`config.mk`:
```
export PLATFORM = sky130hd
export DESIGN_NAME = axi4_lite_simple_mst_flat
export DESIGN_NICKNAME = d
export VERILOG_FILES = /design/src/rtl/axi4_lite_simple_mst_if.sv /design/src/rtl/axi4_lite_simple_mst.sv /design/src/flat_wrapper.sv
export SDC_FILE = /design/constraint.sdc
export NUM_CORES = 1
export LEC_CHECK = 0
export ABC_AREA = 1
export CAP_MARGIN = 20
export CORE_UTILIZATION = 34
export DETAILED_ROUTE_END_ITERATION = 8
export PLACE_DENSITY = 0.68
export SYNTH_ARGS = -nofsm -noshare
export SYNTH_HDL_FRONTEND = slang
export SYNTH_SLANG_ARGS = --single-unit
export TNS_END_PERCENT = 5
```
`constraint.sdc`:
```
create_clock -name i_clk -period 1.8 [get_ports i_clk]
set_input_delay 0.36 -clock i_clk [delete_from_list [all_inputs] [get_ports i_clk]]
set_output_delay 0.36 -clock i_clk [all_outputs]
set_load 0.005 [all_outputs]
```
`src/rtl/axi4_lite_simple_mst_if.sv`:
```
// AXI4-Lite bus bundle shared by the simple master and the register slaves.
// Carries all five channels; PROT is present but fixed to zero by our masters.
interface axi4_lite_if #(
  parameter int AXI4_LITE_ADDR_BIT_WIDTH = 32,
  parameter int AXI4_LITE_DATA_BIT_WIDTH = 32
);
  logic                                  awvalid;
  logic                                  awready;
  logic [AXI4_LITE_ADDR_BIT_WIDTH-1:0]   awaddr;
  logic [2:0]                            awprot;
  logic                                  wvalid;
  logic                                  wready;
  logic [AXI4_LITE_DATA_BIT_WIDTH-1:0]   wdata;
  logic [AXI4_LITE_DATA_BIT_WIDTH/8-1:0] wstrb;
  logic                                  bvalid;
  logic                                  bready;
  logic [1:0]                            bresp;
  logic                                  arvalid;
  logic                                  arready;
  logic [AXI4_LITE_ADDR_BIT_WIDTH-1:0]   araddr;
  logic [2:0]                            arprot;
  logic                                  rvalid;
  logic                                  rready;
  logic [AXI4_LITE_DATA_BIT_WIDTH-1:0]   rdata;
  logic [1:0]                            rresp;

  modport mst_port (
    output awvalid, awaddr, awprot, input awready,
    output wvalid, wdata, wstrb, input wready,
    input bvalid, bresp, output bready,
    output arvalid, araddr, arprot, input arready,
    input rvalid, rdata, rresp, output rready
  );

  modport slv_port (
    input awvalid, awaddr, awprot, output awready,
    input wvalid, wdata, wstrb, output wready,
    output bvalid, bresp, input bready,
    input arvalid, araddr, arprot, output arready,
    output rvalid, rdata, rresp, input rready
  );
endinterface

```
`src/rtl/axi4_lite_simple_mst.sv`:
```
// Single-outstanding AXI4-Lite master: one command in, one bus transaction,
// one response out. Every bus and response output comes straight from a flop.
module axi4_lite_simple_mst #(
  parameter int AXI4_LITE_ADDR_BIT_WIDTH = 32,
  parameter int AXI4_LITE_DATA_BIT_WIDTH = 32
) (
  input  logic                                  i_clk,
  input  logic                                  i_sync_rst,
  input  logic                                  i_cmd_valid,
  output logic                                  o_cmd_ready,
  input  logic                                  i_cmd_is_wr,
  input  logic [AXI4_LITE_ADDR_BIT_WIDTH-1:0]   i_cmd_addr,
  input  logic [AXI4_LITE_DATA_BIT_WIDTH-1:0]   i_cmd_wdata,
  input  logic [AXI4_LITE_DATA_BIT_WIDTH/8-1:0] i_cmd_wstrb,
  output logic                                  o_rsp_valid,
  input  logic                                  i_rsp_ready,
  output logic                                  o_rsp_is_wr,
  output logic [AXI4_LITE_DATA_BIT_WIDTH-1:0]   o_rsp_rdata,
  output logic [1:0]                            o_rsp_resp,
  axi4_lite_if.mst_port                         if_m_axi4_lite
);
  localparam int AW = AXI4_LITE_ADDR_BIT_WIDTH;
  localparam int DW = AXI4_LITE_DATA_BIT_WIDTH;

  typedef enum logic [2:0] {
    ST_IDLE, ST_WR, ST_WR_RESP, ST_RD_ADDR, ST_RD_DATA, ST_RSP
  } state_t;

  typedef struct packed {
    logic            awvalid;
    logic            wvalid;
    logic            arvalid;
    logic            bready;
    logic            rready;
    logic [AW-1:0]   awaddr;
    logic [AW-1:0]   araddr;
    logic [DW-1:0]   wdata;
    logic [DW/8-1:0] wstrb;
    logic            rsp_valid;
    logic            rsp_is_wr;
    logic [DW-1:0]   rsp_rdata;
    logic [1:0]      rsp_resp;
  } out_regs_t;

  state_t    state_q, state_d;
  out_regs_t q, d;

  always_comb begin
    state_d = state_q;
    d       = q;
    case (state_q)
      ST_IDLE: begin
        if (i_cmd_valid) begin
          d.rsp_is_wr = i_cmd_is_wr;
          if (i_cmd_is_wr) begin
            d.awaddr  = i_cmd_addr;
            d.wdata   = i_cmd_wdata;
            d.wstrb   = i_cmd_wstrb;
            d.awvalid = 1'b1;
            d.wvalid  = 1'b1;
            state_d   = ST_WR;
          end else begin
            d.araddr  = i_cmd_addr;
            d.arvalid = 1'b1;
            state_d   = ST_RD_ADDR;
          end
        end
      end
      ST_WR: begin
        // AW and W retire independently; a low VALID here means that channel is done.
        d.awvalid = q.awvalid & ~if_m_axi4_lite.awready;
        d.wvalid  = q.wvalid & ~if_m_axi4_lite.wready;
        if (!d.awvalid && !d.wvalid) begin
          d.bready = 1'b1;
          state_d  = ST_WR_RESP;
        end
      end
      ST_WR_RESP: begin
        if (q.bready && if_m_axi4_lite.bvalid) begin
          d.bready    = 1'b0;
          d.rsp_rdata = '0;
          d.rsp_resp  = if_m_axi4_lite.bresp;
          d.rsp_valid = 1'b1;
          state_d     = ST_RSP;
        end
      end
      ST_RD_ADDR: begin
        if (q.arvalid && if_m_axi4_lite.arready) begin
          d.arvalid = 1'b0;
          d.rready  = 1'b1;
          state_d   = ST_RD_DATA;
        end
      end
      ST_RD_DATA: begin
        if (q.rready && if_m_axi4_lite.rvalid) begin
          d.rready    = 1'b0;
          d.rsp_rdata = if_m_axi4_lite.rdata;
          d.rsp_resp  = if_m_axi4_lite.rresp;
          d.rsp_valid = 1'b1;
          state_d     = ST_RSP;
        end
      end
      ST_RSP: begin
        if (i_rsp_ready) begin
          d.rsp_valid = 1'b0;
          state_d     = ST_IDLE;
        end
      end
      default: state_d = ST_IDLE;
    endcase
  end

  always_ff @(posedge i_clk) begin
    if (i_sync_rst) begin
      state_q <= ST_IDLE;
      q       <= '0;
    end else begin
      state_q <= state_d;
      q       <= d;
    end
  end

  assign o_cmd_ready = (state_q == ST_IDLE);
  assign o_rsp_valid = q.rsp_valid;
  assign o_rsp_is_wr = q.rsp_is_wr;
  assign o_rsp_rdata = q.rsp_rdata;
  assign o_rsp_resp  = q.rsp_resp;

  assign if_m_axi4_lite.awvalid = q.awvalid;
  assign if_m_axi4_lite.awaddr  = q.awaddr;
  assign if_m_axi4_lite.awprot  = 3'b000;
  assign if_m_axi4_lite.wvalid  = q.wvalid;
  assign if_m_axi4_lite.wdata   = q.wdata;
  assign if_m_axi4_lite.wstrb   = q.wstrb;
  assign if_m_axi4_lite.bready  = q.bready;
  assign if_m_axi4_lite.arvalid = q.arvalid;
  assign if_m_axi4_lite.araddr  = q.araddr;
  assign if_m_axi4_lite.arprot  = 3'b000;
  assign if_m_axi4_lite.rready  = q.rready;
endmodule
```
`src/flat_wrapper.sv`:
```
// flat-port wrapper written by rule: the top's interface ports become plain ports
module axi4_lite_simple_mst_flat 
#(
  parameter int AXI4_LITE_ADDR_BIT_WIDTH = 32,
  parameter int AXI4_LITE_DATA_BIT_WIDTH = 32
)
  (i_clk, i_sync_rst, i_cmd_valid, o_cmd_ready, i_cmd_is_wr, i_cmd_addr, i_cmd_wdata, i_cmd_wstrb, o_rsp_valid, i_rsp_ready, o_rsp_is_wr, o_rsp_rdata, o_rsp_resp, if_m_axi4_lite_awvalid, if_m_axi4_lite_awaddr, if_m_axi4_lite_awprot, if_m_axi4_lite_awready, if_m_axi4_lite_wvalid, if_m_axi4_lite_wdata, if_m_axi4_lite_wstrb, if_m_axi4_lite_wready, if_m_axi4_lite_bvalid, if_m_axi4_lite_bresp, if_m_axi4_lite_bready, if_m_axi4_lite_arvalid, if_m_axi4_lite_araddr, if_m_axi4_lite_arprot, if_m_axi4_lite_arready, if_m_axi4_lite_rvalid, if_m_axi4_lite_rdata, if_m_axi4_lite_rresp, if_m_axi4_lite_rready);
  axi4_lite_if #(.AXI4_LITE_ADDR_BIT_WIDTH(AXI4_LITE_ADDR_BIT_WIDTH), .AXI4_LITE_DATA_BIT_WIDTH(AXI4_LITE_DATA_BIT_WIDTH)) if_m_axi4_lite_i ();
  input  logic i_clk;
  input  logic i_sync_rst;
  input  logic i_cmd_valid;
  output logic o_cmd_ready;
  input  logic i_cmd_is_wr;
  input  logic [AXI4_LITE_ADDR_BIT_WIDTH-1:0] i_cmd_addr;
  input  logic [AXI4_LITE_DATA_BIT_WIDTH-1:0] i_cmd_wdata;
  input  logic [AXI4_LITE_DATA_BIT_WIDTH/8-1:0] i_cmd_wstrb;
  output logic o_rsp_valid;
  input  logic i_rsp_ready;
  output logic o_rsp_is_wr;
  output logic [AXI4_LITE_DATA_BIT_WIDTH-1:0] o_rsp_rdata;
  output logic [1:0] o_rsp_resp;
  output wire logic [$bits(if_m_axi4_lite_i.awvalid)-1:0] if_m_axi4_lite_awvalid;
  output wire logic [$bits(if_m_axi4_lite_i.awaddr)-1:0] if_m_axi4_lite_awaddr;
  output wire logic [$bits(if_m_axi4_lite_i.awprot)-1:0] if_m_axi4_lite_awprot;
  input wire logic [$bits(if_m_axi4_lite_i.awready)-1:0] if_m_axi4_lite_awready;
  output wire logic [$bits(if_m_axi4_lite_i.wvalid)-1:0] if_m_axi4_lite_wvalid;
  output wire logic [$bits(if_m_axi4_lite_i.wdata)-1:0] if_m_axi4_lite_wdata;
  output wire logic [$bits(if_m_axi4_lite_i.wstrb)-1:0] if_m_axi4_lite_wstrb;
  input wire logic [$bits(if_m_axi4_lite_i.wready)-1:0] if_m_axi4_lite_wready;
  input wire logic [$bits(if_m_axi4_lite_i.bvalid)-1:0] if_m_axi4_lite_bvalid;
  input wire logic [$bits(if_m_axi4_lite_i.bresp)-1:0] if_m_axi4_lite_bresp;
  output wire logic [$bits(if_m_axi4_lite_i.bready)-1:0] if_m_axi4_lite_bready;
  output wire logic [$bits(if_m_axi4_lite_i.arvalid)-1:0] if_m_axi4_lite_arvalid;
  output wire logic [$bits(if_m_axi4_lite_i.araddr)-1:0] if_m_axi4_lite_araddr;
  output wire logic [$bits(if_m_axi4_lite_i.arprot)-1:0] if_m_axi4_lite_arprot;
  input wire logic [$bits(if_m_axi4_lite_i.arready)-1:0] if_m_axi4_lite_arready;
  input wire logic [$bits(if_m_axi4_lite_i.rvalid)-1:0] if_m_axi4_lite_rvalid;
  input wire logic [$bits(if_m_axi4_lite_i.rdata)-1:0] if_m_axi4_lite_rdata;
  input wire logic [$bits(if_m_axi4_lite_i.rresp)-1:0] if_m_axi4_lite_rresp;
  output wire logic [$bits(if_m_axi4_lite_i.rready)-1:0] if_m_axi4_lite_rready;
  assign if_m_axi4_lite_awvalid = if_m_axi4_lite_i.awvalid;
  assign if_m_axi4_lite_awaddr = if_m_axi4_lite_i.awaddr;
  assign if_m_axi4_lite_awprot = if_m_axi4_lite_i.awprot;
  assign if_m_axi4_lite_i.awready = if_m_axi4_lite_awready;
  assign if_m_axi4_lite_wvalid = if_m_axi4_lite_i.wvalid;
  assign if_m_axi4_lite_wdata = if_m_axi4_lite_i.wdata;
  assign if_m_axi4_lite_wstrb = if_m_axi4_lite_i.wstrb;
  assign if_m_axi4_lite_i.wready = if_m_axi4_lite_wready;
  assign if_m_axi4_lite_i.bvalid = if_m_axi4_lite_bvalid;
  assign if_m_axi4_lite_i.bresp = if_m_axi4_lite_bresp;
  assign if_m_axi4_lite_bready = if_m_axi4_lite_i.bready;
  assign if_m_axi4_lite_arvalid = if_m_axi4_lite_i.arvalid;
  assign if_m_axi4_lite_araddr = if_m_axi4_lite_i.araddr;
  assign if_m_axi4_lite_arprot = if_m_axi4_lite_i.arprot;
  assign if_m_axi4_lite_i.arready = if_m_axi4_lite_arready;
  assign if_m_axi4_lite_i.rvalid = if_m_axi4_lite_rvalid;
  assign if_m_axi4_lite_i.rdata = if_m_axi4_lite_rdata;
  assign if_m_axi4_lite_i.rresp = if_m_axi4_lite_rresp;
  assign if_m_axi4_lite_rready = if_m_axi4_lite_i.rready;
  axi4_lite_simple_mst #(.AXI4_LITE_ADDR_BIT_WIDTH(AXI4_LITE_ADDR_BIT_WIDTH), .AXI4_LITE_DATA_BIT_WIDTH(AXI4_LITE_DATA_BIT_WIDTH)) u_core (.i_clk(i_clk), .i_sync_rst(i_sync_rst), .i_cmd_valid(i_cmd_valid), .o_cmd_ready(o_cmd_ready), .i_cmd_is_wr(i_cmd_is_wr), .i_cmd_addr(i_cmd_addr), .i_cmd_wdata(i_cmd_wdata), .i_cmd_wstrb(i_cmd_wstrb), .o_rsp_valid(o_rsp_valid), .i_rsp_ready(i_rsp_ready), .o_rsp_is_wr(o_rsp_is_wr), .o_rsp_rdata(o_rsp_rdata), .o_rsp_resp(o_rsp_resp), .if_m_axi4_lite(if_m_axi4_lite_i));
endmodule
```
==> results.yml <==
min_path:
  hold_class: "flop to flop"
timing:
  setup_violations: 0
  rsz0062_at_grt: "false"
  final_hold_viol_count: 0
  fin_tns_setup_ns: 0
  slew_headroom_pct: 61.08
  hold_slack_ns: 0.4418
  tightest_slew_ns: 0.5830
  fmax_ghz: 0.5903
  finalMaxSlewViolations: 0
  fin_crit_sh_pct: 94.12
  fin_skew_ns: 0.006928
  min_period_ns: 1.694
worst_setup_path:
  cp-start-kind: "flop"
  crit_arrival_ns: 1.33
  slowest_stage: "clkdlybuf4s50_1"
  crit_fanout: 3
  critPathKind: "flop to output port"
  crit_chain: "clkdlybuf4s50_1"
  cp_num_buf_inv: 1
  critPathMaxStageDelay_ns: 0.56
  required_ns: 1.44
  cp_top_family: "buffers and inverters"
  end_kind: "output port"
die:
  num_rows: 47
  io_pins: 262
  core_mm2: 0.01652
  dieArea_mm2: 0.01735
  die_w_um: 131.7
  initial_core_util_pct: 34.63
  die-height_um: 131.7
detailed_routing:
  drt-pass1-iter-count: 7
  wirelength_um: 16190
  vias_per_cell: 4.375
  drc: 1
  ant_nets: 0
  wire_per_inst_um: 12.74
  vias: 5560
  drt-initial-drc-count: 216
layout:
  antenna_cells: 0
  nets: 1152
  regArea_mm2: 0.002884
  multiInputGateArea_mm2: 0.002131
  drive_gt1_share_pct: 6.755
  fillerInstances: 1566
  syn2layout_area_growth_pct: 59.02
  post-route-util_pct: 55.06
synthesis:
  synth_area_leader_cell: "dfxtp_1"
  synth_cell_types: 26
  synth-seq-cells: 144
  netlist_instances: 789
  yosys_warnings: 0
  postSynthAreaPerCell_um2: 7.252
  seq_area_frac_synth_pct: 50.38
  synth_top_area_share_pct: 50.38
  netlist_area_mm2: 0.005722
  yosys-top-cells-area: "dfxtp_1, nand2_1, o21ai_1"
clock_network:
  cts_tree: "done"
  cts_root_buffer: "clkbuf_16"
  clock_path_buffers: 2
  path_clk_slew_ns: 0.06
  cts_buffers: 17
  clk_latency_ns: 0.42
  cts_max_level: 4
  cts_num_sinks: 144
power_and_ir_drop:
  power_density_mw_per_mm2: 1402
  leakagePower_nw: 3.688
  vdd_drop_max_mv: 0.6727
placement:
  place.gp.congestion: 0.7854
  dp_hpwl_um: 11290
  port_buffers: 255
grt:
  antenna_found_initial: 0
  grt_max_degree: 58
  gr-total-overflow: 0
  grt_pass1_vias: 5172
  grt_usage_pct: 19.04
  grt_pass1_wl_um: 26230
status:
  status: "finished with violations"
  violations: "design-rule violations"
run:
  maxCapViolCount: 0
timing repair:
item | in CTS | in global routing
setup endpoints to repair | 1 | 0
hold buffers | 0 | 0
buffers inserted | 1 | 0
gates resized for setup | 2 | 0
registers in the layout (all words and copies together), names as in the netlist, 2 cells and up:
signal                        count
u_core.if_m_axi4_lite.wstrb       4
u_core.if_m_axi4_lite.awaddr     32
u_core.if_m_axi4_lite.wdata      32
u_core.state_q                    3
u_core.if_m_axi4_lite.araddr     32
u_core.o_rsp_resp                 2
u_core.o_rsp_rdata               32
metal layers:
layer	vias to the layer above	share of wire, %	global-route usage [%]
li1	2942	-	-
met1	2420	44	22.76
met2	169	47	31.25
met3	29	6.0	5.748
met4	0	2.4	8.915
met5	-	0	0
metrics by stage:
step | total power, W | area [um2] | instances | setup WS [ns]
5_1_grt | 0.01367 | 9099 | 1271 | 0.02382
3_5_place_dp | 0.009385 | 8521 | 1238 | 0.02593
3_3_place_gp | 0.009333 | 8521 | 1238 | 0.05990
2_1_floorplan | 0.006938 | 5741 | 794 | 0.4249
6_report | 0.01275 | 9099 | 1271 | 0.1059
4_1_cts | 0.01291 | 9099 | 1271 | 0.07807
worst paths after layout:
check | slack [ns] | to | from | cells past startpoint
max | 0.11 | if_m_axi4_lite_arvalid | u_core.if_m_axi4_lite.arvalid | 1
min | 0.44 | u_core.if_m_axi4_lite.wdata[29] | u_core.if_m_axi4_lite.wdata[29] | 2
max reg2reg | 0.19 | u_core.if_m_axi4_lite.araddr[0] | u_core.state_q[0] | 7
min reg2reg | 0.44 | u_core.if_m_axi4_lite.wdata[29] | u_core.if_m_axi4_lite.wdata[29] | 2
cell usage after synthesis:
cell	instances
nor2_1	105
nand2_1	165
nor2_2	1
a21oi_1	77
o21ai_0	15
a31oi_1	1
inv_2	3
clkbuf_1	15
buf_2	21
buf_6	3
nand3_1	7
nor3_2	1
buf_4	15
nand4_2	1
nand3_2	2
clkinv_1	1
nor2_4	2
inv_1	111
nand2_2	3
conb_1	1
and3_1	1
dfxtp_1	144
nand4_1	2
nor3_4	1
nor3_1	1
o21ai_1	90
power by group:
group / total, W / internal (W) / switching [W]
clock network: 0.00342 / 0.00204 / 0.00138
logic: 0.00491 / 0.00256 / 0.00235
registers: 0.00443 / 0.00400 / 0.000421
cells by family (layout without fill, tap and decap cells):
| family | count (synthesis) | after routing | share of synthesized area [%] |
|---|---|---|---|
| and+or+nand+nor | 292 | 292 | 20.60 |
| AOI/OAI and AO/OA | 183 | 183 | 16.03 |
| buffers and inverters | 169 | 426 | 12.92 |
| DFF | 144 | 144 | 50.38 |
| other | 1 | 6 | 0.06554 |
cell usage in the layout (no fill, tap or decap), types with 2 or more instances in the layout:
cell,instances
clkdlybuf4s50_1,254
nand2_1,165
dfxtp_1,143
inv_1,110
nor2_1,105
o21ai_1,90
a21oi_1,77
buf_4,18
clkbuf_16,17
o21ai_0,15
nand3_1,6
conb_1,6
buf_12,6
inv_2,4
clkinv_2,4
nand2_2,3
clkinvlp_4,3
nor2_4,2
nand3_2,2
nand4_1,2
clkbuf_1,2
clkinv_4,2
inv_6,2
bufinv_16,2
cell type report:
type | count | area share [%]
clock inverters | 13 | 1.513
multi-input cells | 481 | 23.42
repair buffers | 279 | 30.84
flip-flops and latches | 144 | 31.70
well taps | 220 | 3.025
clock buffers | 19 | 4.758
inverters | 115 | 4.744
tightest hold or removal path, cell delays in order (launching register included):
cell and delay [ns]:
dfxtp_1 0.30, inv_1 0.04, a21oi_1 0.05
Note: power is estimated with default switching activity, not from simulation.
